--- config.mk ---
export PLATFORM = sky130hd
export DESIGN_NAME = score_tracker
export DESIGN_NICKNAME = d
export VERILOG_FILES = /design/src/rtl/score_tracker_pkg.sv /design/src/rtl/score_tracker.sv
export SDC_FILE = /design/constraint.sdc
export NUM_CORES = 1
export LEC_CHECK = 0
export CAP_MARGIN = 20
export CELL_PAD_IN_SITES_DETAIL_PLACEMENT = 2
export CELL_PAD_IN_SITES_GLOBAL_PLACEMENT = 2
export CORE_MARGIN = 5
export CORE_UTILIZATION = 32
export CTS_CLUSTER_SIZE = 40
export DETAILED_ROUTE_END_ITERATION = 10
export PLACE_DENSITY = 0.78
export SLEW_MARGIN = 5
export SYNTH_ARGS = -nofsm -noshare
export SYNTH_HDL_FRONTEND = slang
export SYNTH_SLANG_ARGS = --single-unit
--- constraint.sdc ---
create_clock -name clk -period 3.1 [get_ports clk]
set_clock_uncertainty 0.05 [all_clocks]
set_input_delay 0.62 -clock clk [delete_from_list [all_inputs] [get_ports clk]]
set_output_delay 0.62 -clock clk [all_outputs]
set_load 0.005 [all_outputs]
--- src/rtl/score_tracker_pkg.sv ---
// Shared definitions for the score path: score width, display ceiling and strobe FSM states.
// Imported by the tracker; the display and BCD converter use the same width and ceiling.
package score_tracker_pkg;

  localparam int unsigned SCORE_W   = 14;
  localparam int unsigned MAX_SCORE = 9999;
  localparam int unsigned HOLD_W    = 8;

  typedef enum logic [0:0] {
    StIdle = 1'b0,
    StHold = 1'b1
  } state_e;

endpackage

--- src/rtl/score_tracker.sv ---
// Accumulates point events into a saturating score and issues rate-limited snapshot strobes
// to the sequential BCD converter, tracking the session high score alongside.
module score_tracker #(
  parameter int unsigned SCORE_W   = score_tracker_pkg::SCORE_W,
  parameter int unsigned MAX_SCORE = score_tracker_pkg::MAX_SCORE,
  parameter int unsigned PTS_W     = 4,
  parameter int unsigned HOLDOFF   = 16
) (
  input  logic               clk,
  input  logic               reset,
  input  logic               game_reset,
  input  logic               add_valid,
  input  logic [PTS_W-1:0]   add_points,
  output logic [SCORE_W-1:0] score,
  output logic               new_score,
  output logic [SCORE_W-1:0] high_score,
  output logic               new_high,
  output logic               saturated
);
  import score_tracker_pkg::*;

  localparam logic [SCORE_W-1:0] MaxVal  = SCORE_W'(MAX_SCORE);
  localparam logic [SCORE_W:0]   MaxWide = (SCORE_W + 1)'(MAX_SCORE);
  localparam logic [HOLD_W-1:0]  Reload  = HOLD_W'(HOLDOFF - 1);

  state_e              state_q, state_d;
  logic [HOLD_W-1:0]   hold_q, hold_d;
  logic [SCORE_W-1:0]  acc_q, acc_d;
  logic [SCORE_W-1:0]  score_q, score_d;
  logic [SCORE_W-1:0]  high_q, high_d;
  logic                pending_q, pending_d;
  logic                new_score_q, new_high_q, saturated_q;
  logic                new_high_d, saturated_d;
  logic                strobe;
  logic [SCORE_W:0]    sum;

  // Extra sum bit keeps the comparison against the ceiling wrap-free.
  always_comb begin
    sum   = {1'b0, acc_q} + {{(SCORE_W + 1 - PTS_W){1'b0}}, add_points};
    acc_d = acc_q;
    if (game_reset) begin
      acc_d = '0;
    end else if (add_valid) begin
      acc_d = (sum > MaxWide) ? MaxVal : sum[SCORE_W-1:0];
    end
  end

  always_comb begin
    state_d = state_q;
    hold_d  = hold_q;
    strobe  = 1'b0;
    case (state_q)
      StIdle: begin
        if (pending_q) begin
          strobe  = 1'b1;
          state_d = StHold;
          hold_d  = Reload;
        end
      end
      StHold: begin
        if (hold_q != '0) begin
          hold_d = hold_q - 1'b1;
        end else if (pending_q) begin
          strobe = 1'b1;
          hold_d = Reload;
        end else begin
          state_d = StIdle;
        end
      end
      default: state_d = StIdle;
    endcase
  end

  // A change landing on the strobe edge is not in the snapshot, so it must stay pending.
  always_comb begin
    pending_d = pending_q;
    if (game_reset || (acc_d != acc_q)) begin
      pending_d = 1'b1;
    end else if (strobe) begin
      pending_d = 1'b0;
    end
  end

  always_comb begin
    score_d     = score_q;
    high_d      = high_q;
    new_high_d  = 1'b0;
    saturated_d = (acc_d == MaxVal);
    if (strobe) begin
      score_d = acc_q;
      if (acc_q > high_q) begin
        high_d     = acc_q;
        new_high_d = 1'b1;
      end
    end
  end

  always_ff @(posedge clk or negedge reset) begin
    if (!reset) begin
      state_q     <= StIdle;
      hold_q      <= '0;
      acc_q       <= '0;
      score_q     <= '0;
      high_q      <= '0;
      pending_q   <= 1'b0;
      new_score_q <= 1'b0;
      new_high_q  <= 1'b0;
      saturated_q <= 1'b0;
    end else begin
      state_q     <= state_d;
      hold_q      <= hold_d;
      acc_q       <= acc_d;
      score_q     <= score_d;
      high_q      <= high_d;
      pending_q   <= pending_d;
      new_score_q <= strobe;
      new_high_q  <= new_high_d;
      saturated_q <= saturated_d;
    end
  end

  assign score      = score_q;
  assign new_score  = new_score_q;
  assign high_score = high_q;
  assign new_high   = new_high_q;
  assign saturated  = saturated_q;

endmodule

After elaboration in Yosys (flattened, before gate mapping) --
Index checks and enable logic that the tools add are counted.
Storage, ports and cells: register bits after elaboration 55, input bits 8, output and inout port bits 31, word-level logic and storage cells 35
Operators by class: add/sub/neg operators 2, order comparisons 2, equal/unequal tests 2, muxes and demuxes 15, bitwise logic cells 1, reductions and logical operators 4
Operators by type and width (number):
- $mux W14 | 3
- $mux W8 | 2
- $pmux W8 S2 | 1
- $add A14 B4 Y15 | 1
- $gt A15 B14 Y1 const B | 1
- $eq A14 B14 Y1 const B | 1
- $gt A14 B14 Y1 | 1
- $ne A14 B14 Y1 | 1
- $reduce_bool A8 Y1 | 1
- $sub A8 B1 Y8 const B | 1
- $mux W1 | 7
- $pmux W1 S2 | 2
- $reduce_and A2 Y1 | 1
- $reduce_bool A2 Y1 | 1
- $logic_or A1 B1 Y1 | 1
- $not A1 Y1 | 1

Depth between registers and ports, before layout --
Gate-level depths: netlist of the first run.
word-level depth 8, gate-level depth with buffers 13, depth with buffers taken out 12

Worst setup path before layout of the first run --
OpenSTA, ideal clock, no wires.
kind input -> register, start input add_points[0], end register acc_q[12], setup time 0.132 ns, data arrival time 3.024 ns, data required time 2.918 ns, path slack -0.106 ns, stages on the path 13, path buffers 1, cells stage by stage ha_1 inv_1 fa_1 nand2b_1 a211oi_2 nand2b_1 and3_1 o32ai_4 a31oi_4 buf_4 a21bo_2 a22oi_1 nor2_1
On the way: cells in the longest elaborated chain, start to end 5
Ends and longest elaborated chain:
- start: declaration | RTL line score_tracker.sv:13 | input logic [PTS_W-1:0] add_points,
- $add A14 B4 Y15 (*) | RTL line score_tracker.sv:39 | sum = {1'b0, acc_q} + {{(SCORE_W + 1 - PTS_W){1'b0}}, add_points};
- $gt A15 B14 Y1 | RTL line score_tracker.sv:44 | acc_d = (sum > MaxWide) ? MaxVal : sum[SCORE_W-1:0];
- $mux W14 (*) | RTL line score_tracker.sv:44
- $mux W14 (*) | RTL line score_tracker.sv:43 | end else if (add_valid) begin
- $mux W14 (*) | RTL line score_tracker.sv:41 | if (game_reset) begin
- via acc_d[12] | RTL line score_tracker.sv:28 | logic [SCORE_W-1:0] acc_q, acc_d;
- end signal: assignment | RTL line score_tracker.sv:102 | acc_q <= '0;
- end signal: assignment | RTL line score_tracker.sv:112 | acc_q <= acc_d;
- end: declaration | RTL line score_tracker.sv:28
The timed path passes the listed nets; every way through them passes the cells marked *. A chain may end at the register's enable or synchronous reset.

Final worst setup path of the first run --
start register acc_q[0], end register saturated_q, in the netlist saturated
On the way: cells in the longest elaborated chain, start to end 6
Ends and longest elaborated chain:
- $add A14 B4 Y15 (*) | RTL line score_tracker.sv:39
- $gt A15 B14 Y1 | RTL line score_tracker.sv:44
- $mux W14 (*) | RTL line score_tracker.sv:44
- $mux W14 (*) | RTL line score_tracker.sv:43
- $mux W14 (*) | RTL line score_tracker.sv:41
- via acc_d[1] | RTL line score_tracker.sv:28
- $eq A14 B14 Y1 (*) | RTL line score_tracker.sv:88 | saturated_d = (acc_d == MaxVal);
- via saturated_d | RTL line score_tracker.sv:33 | logic new_high_d, saturated_d;
- end signal: assignment | RTL line score_tracker.sv:118 | saturated_q <= saturated_d;
- end: declaration | RTL line score_tracker.sv:32 | logic new_score_q, new_high_q, saturated_q;
Marked as above.

==> metrics, run 1 <==
R2R depth 12; antenna viol nets, final 0; unrepaired setup endpoints after global routing yes; vias in the first global route 3982; final hold vios 0; clk_lat worst skew 0.32 ns; CTS tree yes; Die Wd 116 µm; final worst slack -0.157 ns; Routed WL 13800 µm; top_reg_cell synth dfrtp_1; type of origin of the critical path register; Worst-Margin Slew 0.561 ns; Yosys reg bits 55; largest net degree at the start of global routing 34; R2R Setup Slk -0.16 ns; WP data arrival 3.46 ns; fin nets 507; fin crit share 105%; Total GRT Usage 21.0%; syn nets 412; maximum clock frequency 307 MHz; Detailed Place HPWL 9920 µm; layout cells sized above 1 30.2%; Crit Reg-Reg Startpoint acc_q[0]; Critical Path End Type register; Rows 38; initial antenna violation count 0; Die Y-Extent 116 µm; via count 3462; Syn Std Cell Area 0.00357 mm²; DRC viols 0; peak supply drop 198 µV; run status finished with violations; fin crit period 3.26 ns; count of input and output buffers 38; WHS 0.0848 ns; reg2reg end saturated; total CTS buffers 5; core box area 0.0109 mm²; final number of setup-violating endpoints 4; clk buf depth 2; Vias/cell 5.61; CP startpoint acc_q[0]; Initial DRT Pass Iterations 4; first-pass GRT wire length 21700 µm; Crit path required time 3.30 ns; P per Cell Area 458 mW/mm²; RD Place Congestion 0.887; leakage power 2.15 nW; Synth Warn # 0; hold crit path type in2async; Cells after Synth 383; DR WL/cell 22.4 µm; fill cell count 1185; syn avg cell area 9.32 µm²; synth unique cells 70; Initial DRC Count 168; ys async rst share 100%; CTS Root Cell clkbuf_8; Worst setup endpoint saturated; number of synthesized flops with an enable pin 0; io pins 39; synthesis-to-finish area growth 36.4%; Final Instance Area 0.00487 mm²; failing checks negative setup slack; worst-path fanout max 6; Die Area 0.0134 mm²; # clock sinks 55; max-slew violation total from the final report 0; maxcap violations 0; Worst Setup Path Type reg2reg; Worst slew margin 62.6%; Overflow after GRT 0; Antenna diodes 0; Cell Area, Placed 0.00453 mm²; pre-CTS WS -0.805 ns; CTS Hold Bufs 0; Initial Util 32.8%; register area share after synthesis 38.6%; clock slew at reported path FFs 0.10 ns; H-Tree Level Count 2
## layer usage
| layer | routed length, µm | GRT usage (%) | part of all wire (%) |
|---|---|---|---|
| met5 | 0 | 0 | 0 |
| met4 | 358 | 7.50 | 2.6 |
| met3 | 501 | 2.82 | 3.6 |
| met2 | 7230 | 38.1 | 52 |
| met1 | 5710 | 25.4 | 41 |
## final cells by class
class,count,area [µm²],area share [%]
Clock buffer,6,72.6,1.49
Sequential cell,55,1380,28.3
Timing Repair Buffer,108,920,18.9
Multi-Input combinational cell,282,2230,45.7
Tap cell,140,175,3.60
Inverter,26,97.6,2.00
## kinds of logic after synthesis
group	share of synthesized area, %
AOI/OAI and AO/OA	19.9
DFF	38.6
muxes	7.71
buffers and inverters	5.33
xor gates and xnor gates	1.72
and+or+nand+nor	19.2
adders and majority gates	7.57
## power by group
group / total [W] / internal (W) / leakage, nW / switching [W]
sequential: 0.000970 / 0.000850 / 0.728 / 0.000119
combinational: 0.000876 / 0.000436 / 1.39 / 0.000441
clock: 0.000385 / 0.000152 / 0.0371 / 0.000233
## placed cells by master (no fill, tap or decap), types with 3 or more instances in the layout
cell type / synthesis / routed
nand2b_1: 9 / 8
mux2_2: 18 / 17
xor2_1: 3 / 3
a21o_1: 9 / 9
clkdlybuf4s50_1: 0 / 33
a311oi_2: 0 / 3
ha_1: 20 / 17
dlygate4sd2_1: 0 / 3
a21oi_2: 0 / 5
a21oi_1: 18 / 12
clkbuf_8: 0 / 5
nor2b_1: 6 / 6
o22ai_1: 5 / 3
a211oi_2: 1 / 5
nand4_1: 9 / 9
mux2i_1: 5 / 5
dfrtp_1: 55 / 55
o21ai_0: 22 / 20
nor3_1: 11 / 10
o21ai_1: 1 / 3
buf_6: 0 / 4
nor2_1: 32 / 32
inv_1: 25 / 24
o21bai_1: 3 / 3
buf_4: 3 / 65
nand3_1: 11 / 11
xnor2_1: 4 / 4
nand2_1: 32 / 32
## cell usage after synthesis, types with 6 or more instances
| library cell | n | area (µm²) |
|---|---|---|
| a21oi_1 | 18 | 90.1 |
| nand2_1 | 32 | 120 |
| nand2b_1 | 9 | 56.3 |
| a21o_1 | 9 | 67.6 |
| inv_1 | 25 | 93.8 |
| nor3_1 | 11 | 55.1 |
| nand4_1 | 9 | 56.3 |
| nor2_1 | 32 | 120 |
| o21ai_0 | 22 | 110 |
| clkbuf_1 | 12 | 45.0 |
| dfrtp_1 | 55 | 1380 |
| ha_1 | 20 | 250 |
| nor2b_1 | 6 | 37.5 |
| mux2_2 | 18 | 203 |
| nand3_1 | 11 | 55.1 |
## sequential cells by signal, summed over array words and instances, names as in the netlist
register,flops
acc_q,14
high_score,14
new_high,1
new_score,1
hold_q,8
saturated,1
score,14
state_q,1
pending_q,1
## what timing repair did
item	CTS	global route
setup buffers	5	4
setup endpoints to repair	15	13
resized for setup	28	20
pin swaps	19	18
## worst min-delay path by stage
stage / startpoint / to / slack (ns) / depth (start not counted)
floorplan: reset / acc_q[0] / 0.27 / 0
global placement: hold_q[7] / hold_q[7] / 0.41 / 1
detailed placement: reset / score[8] / 0.43 / 1
CTS: reset / hold_q[6] / 0.09 / 1
global route: reset / high_score[8] / 0.09 / 1
finish: reset / score[8] / 0.08 / 1
## stage by stage
| stage | setup TNS, ns | total power (W) | utilization, % | std cells |
|---|---|---|---|---|
| 5_1_grt | -1.32 | 0.00237 | 44.7 | 617 |
| 6_report | -0.462 | 0.00223 | 44.7 | 617 |
| 4_1_cts | -0.0371 | 0.00222 | 43.6 | 614 |
| 3_3_place_gp | -6.80 | 0.00175 | 41.6 | 603 |
| 3_5_place_dp | -8.84 | 0.00181 | 41.6 | 603 |
| 2_1_floorplan | 0 | 0.00138 | - | 383 |
## critical path, cell delays in order (launching register included)
cell and delay (ns):
dfrtp_1 0.42, ha_2 0.21, inv_2 0.05, fa_2 0.35, nand2b_4 0.19, a211oi_4 0.36, or3b_1 0.18, o211ai_2 0.12
o32ai_4 0.42, a31oi_4 0.13, a311oi_2 0.39, nand4_1 0.19, nor3_2 0.13
Power figures use the tool's default switching activity.
==> run 2, diff against run 1 <==
Settings changed: SLEW_MARGIN 5 to default.
==> results of run 2 <==
No change in the layout: final DEF, timing and power equal those of run 1.
==> run 3, diff against run 2 <==
Settings changed: CORE_MARGIN 5 to 10, CTS_CLUSTER_SIZE 40 to default.
==> metrics, run 3 (same netlist as run 1, synthesis figures left out) <==
run status finished with violations; failing checks negative setup slack; RD Place Congestion 0.883; Cell Area, Placed 0.00452 mm²; initial antenna violation count 0; type of origin of the critical path register; via count 3632; DRC viols 0; Vias/cell 5.69; antenna viol nets, final 0; # clock sinks 55; first-pass GRT wire length 22300 µm; P per Cell Area 480 mW/mm²; Comb power frac 38.6%; DR WL/cell 24.9 µm; Crit path required time 3.31 ns; clk_lat worst skew 0.34 ns; Psw 0.000866 W; clock network fraction of total power 21.3%; most common cell after layout, fill and taps aside buf_4; clock slew at reported path FFs 0.11 ns; Critical Path End Type register; max-slew violation total from the final report 0; hold crit path type in2async; Initial DRT Pass Iterations 4; CTS tree yes; Routed WL 15900 µm; fin nets 526; Worst-Margin Slew 0.592 ns; Die Y-Extent 126 µm; DRT met1 WL 6430 µm; Top Layer Used met4; CTS Root Cell clkbuf_8; Seq pwr share 40.0%; fin crit share 113%; total CTS buffers 5; final number of setup-violating endpoints 6; core box area 0.0109 mm²; H-Tree Level Count 2; layout cells sized above 1 33.9%; worst-path fanout max 5; synthesis-to-finish area growth 42.2%; pre-CTS WS -0.776 ns; CTS Hold Bufs 0; count of input and output buffers 38; maximum clock frequency 286 MHz; Detailed Place HPWL 9940 µm; Initial Util 32.8%; Initial DRC Count 207; peak supply drop 248 µV; WL met2 8280 µm; leakage power 2.27 nW; Rows 38; Overflow after GRT 0; WP data arrival 3.71 ns; Final Instance Area 0.00508 mm²; final hold vios 0; Power Internal 0.00157 W; Worst slew margin 60.5%; Total GRT Usage 17.4%; vias in the first global route 3896; io pins 39; Worst Setup Path Type reg2reg; maxcap violations 0; commonest cells after routing, fill and taps aside buf_4 (84), dfrtp_1 (55), clkdlybuf4s50_1 (33); final worst slack -0.400 ns; sw frac 35.5%; Final Util 46.6%; R2R depth 13; unrepaired setup endpoints after global routing yes; Antenna diodes 0; Die Area 0.0158 mm²; largest net degree at the start of global routing 31; Die Wd 126 µm; wire length on met3 535 µm; WHS 0.227 ns; fin crit period 3.50 ns; clk buf depth 2
==> run 3: changes by cell type in the layout (fill, tap and decap cells not counted), sizes merged <==
cell    change
bufinv      +1
clkinv      +1
buf        +18
a31oi       +1
==> run 3: final cells by class <==
cell class / instances / area [µm²]
fill: 1144 / 5810
multi-input combinational: 283 / 2270
sequential: 55 / 1380
timing repair buffer: 126 / 1040
tap: 140 / 175
inverter: 26 / 97.6
clock buffer: 6 / 82.6
clock inverter: 2 / 35.0
==> run 3: worst paths after layout <==
kind | to | slack (ns) | from
worst max-delay path | saturated | -0.40 | acc_q[0]
worst min-delay path | score[10] | 0.23 | reset
worst max register to register | saturated | -0.40 | acc_q[0]
worst min register to register | score[0] | 0.45 | score[0]
max in group asynchronous | score[3] | 1.93 | reset
min in group clk | score[0] | 0.45 | score[0]
==> run 3: stage by stage <==
step | total power, W | cells | setup TNS [ns]
2_1_floorplan | 0.00138 | 383 | 0
3_3_place_gp | 0.00176 | 603 | -5.82
3_5_place_dp | 0.00182 | 603 | -8.37
4_1_cts | 0.00239 | 624 | -0.127
5_1_grt | 0.00258 | 638 | -2.53
6_report | 0.00244 | 638 | -1.25
==> run 3: per-layer routing <==
layer	GRT usage, %	up-vias
met2	31.3	100
met4	6.57	0
li1	-	1613
met1	20.5	1879
met5	0	-
met3	2.14	40
==> run 3: power by group through the flow <==
stage / registers, W / clock network, W / logic, W
finish: 0.000975 / 0.000520 / 0.000941
detailed placement: 0.000989 / 0 / 0.000834
global route: 0.000998 / 0.000553 / 0.00103
CTS: 0.000977 / 0.000525 / 0.000883
global placement: 0.000972 / 0 / 0.000785
floorplan: 0.000958 / 0 / 0.000421
==> run 3: timing repair <==
item,CTS,global route
cloned,1,0
setup buffers,12,15
pin swaps,22,21
endpoints found under the setup margin,14,22
resized for setup,28,25
==> run 3: critical path: stages, from the launching register on <==
cell	delay, ns
dfrtp_1	0.43
ha_2	0.21
inv_2	0.04
fa_2	0.34
nand2b_4	0.19
a211oi_4	0.31
nand2b_1	0.14
and3_4	0.22
o32ai_4	0.40
a31oi_4	0.12
buf_6	0.17
nor3_1	0.40
o221ai_2	0.20
nor3_2	0.19
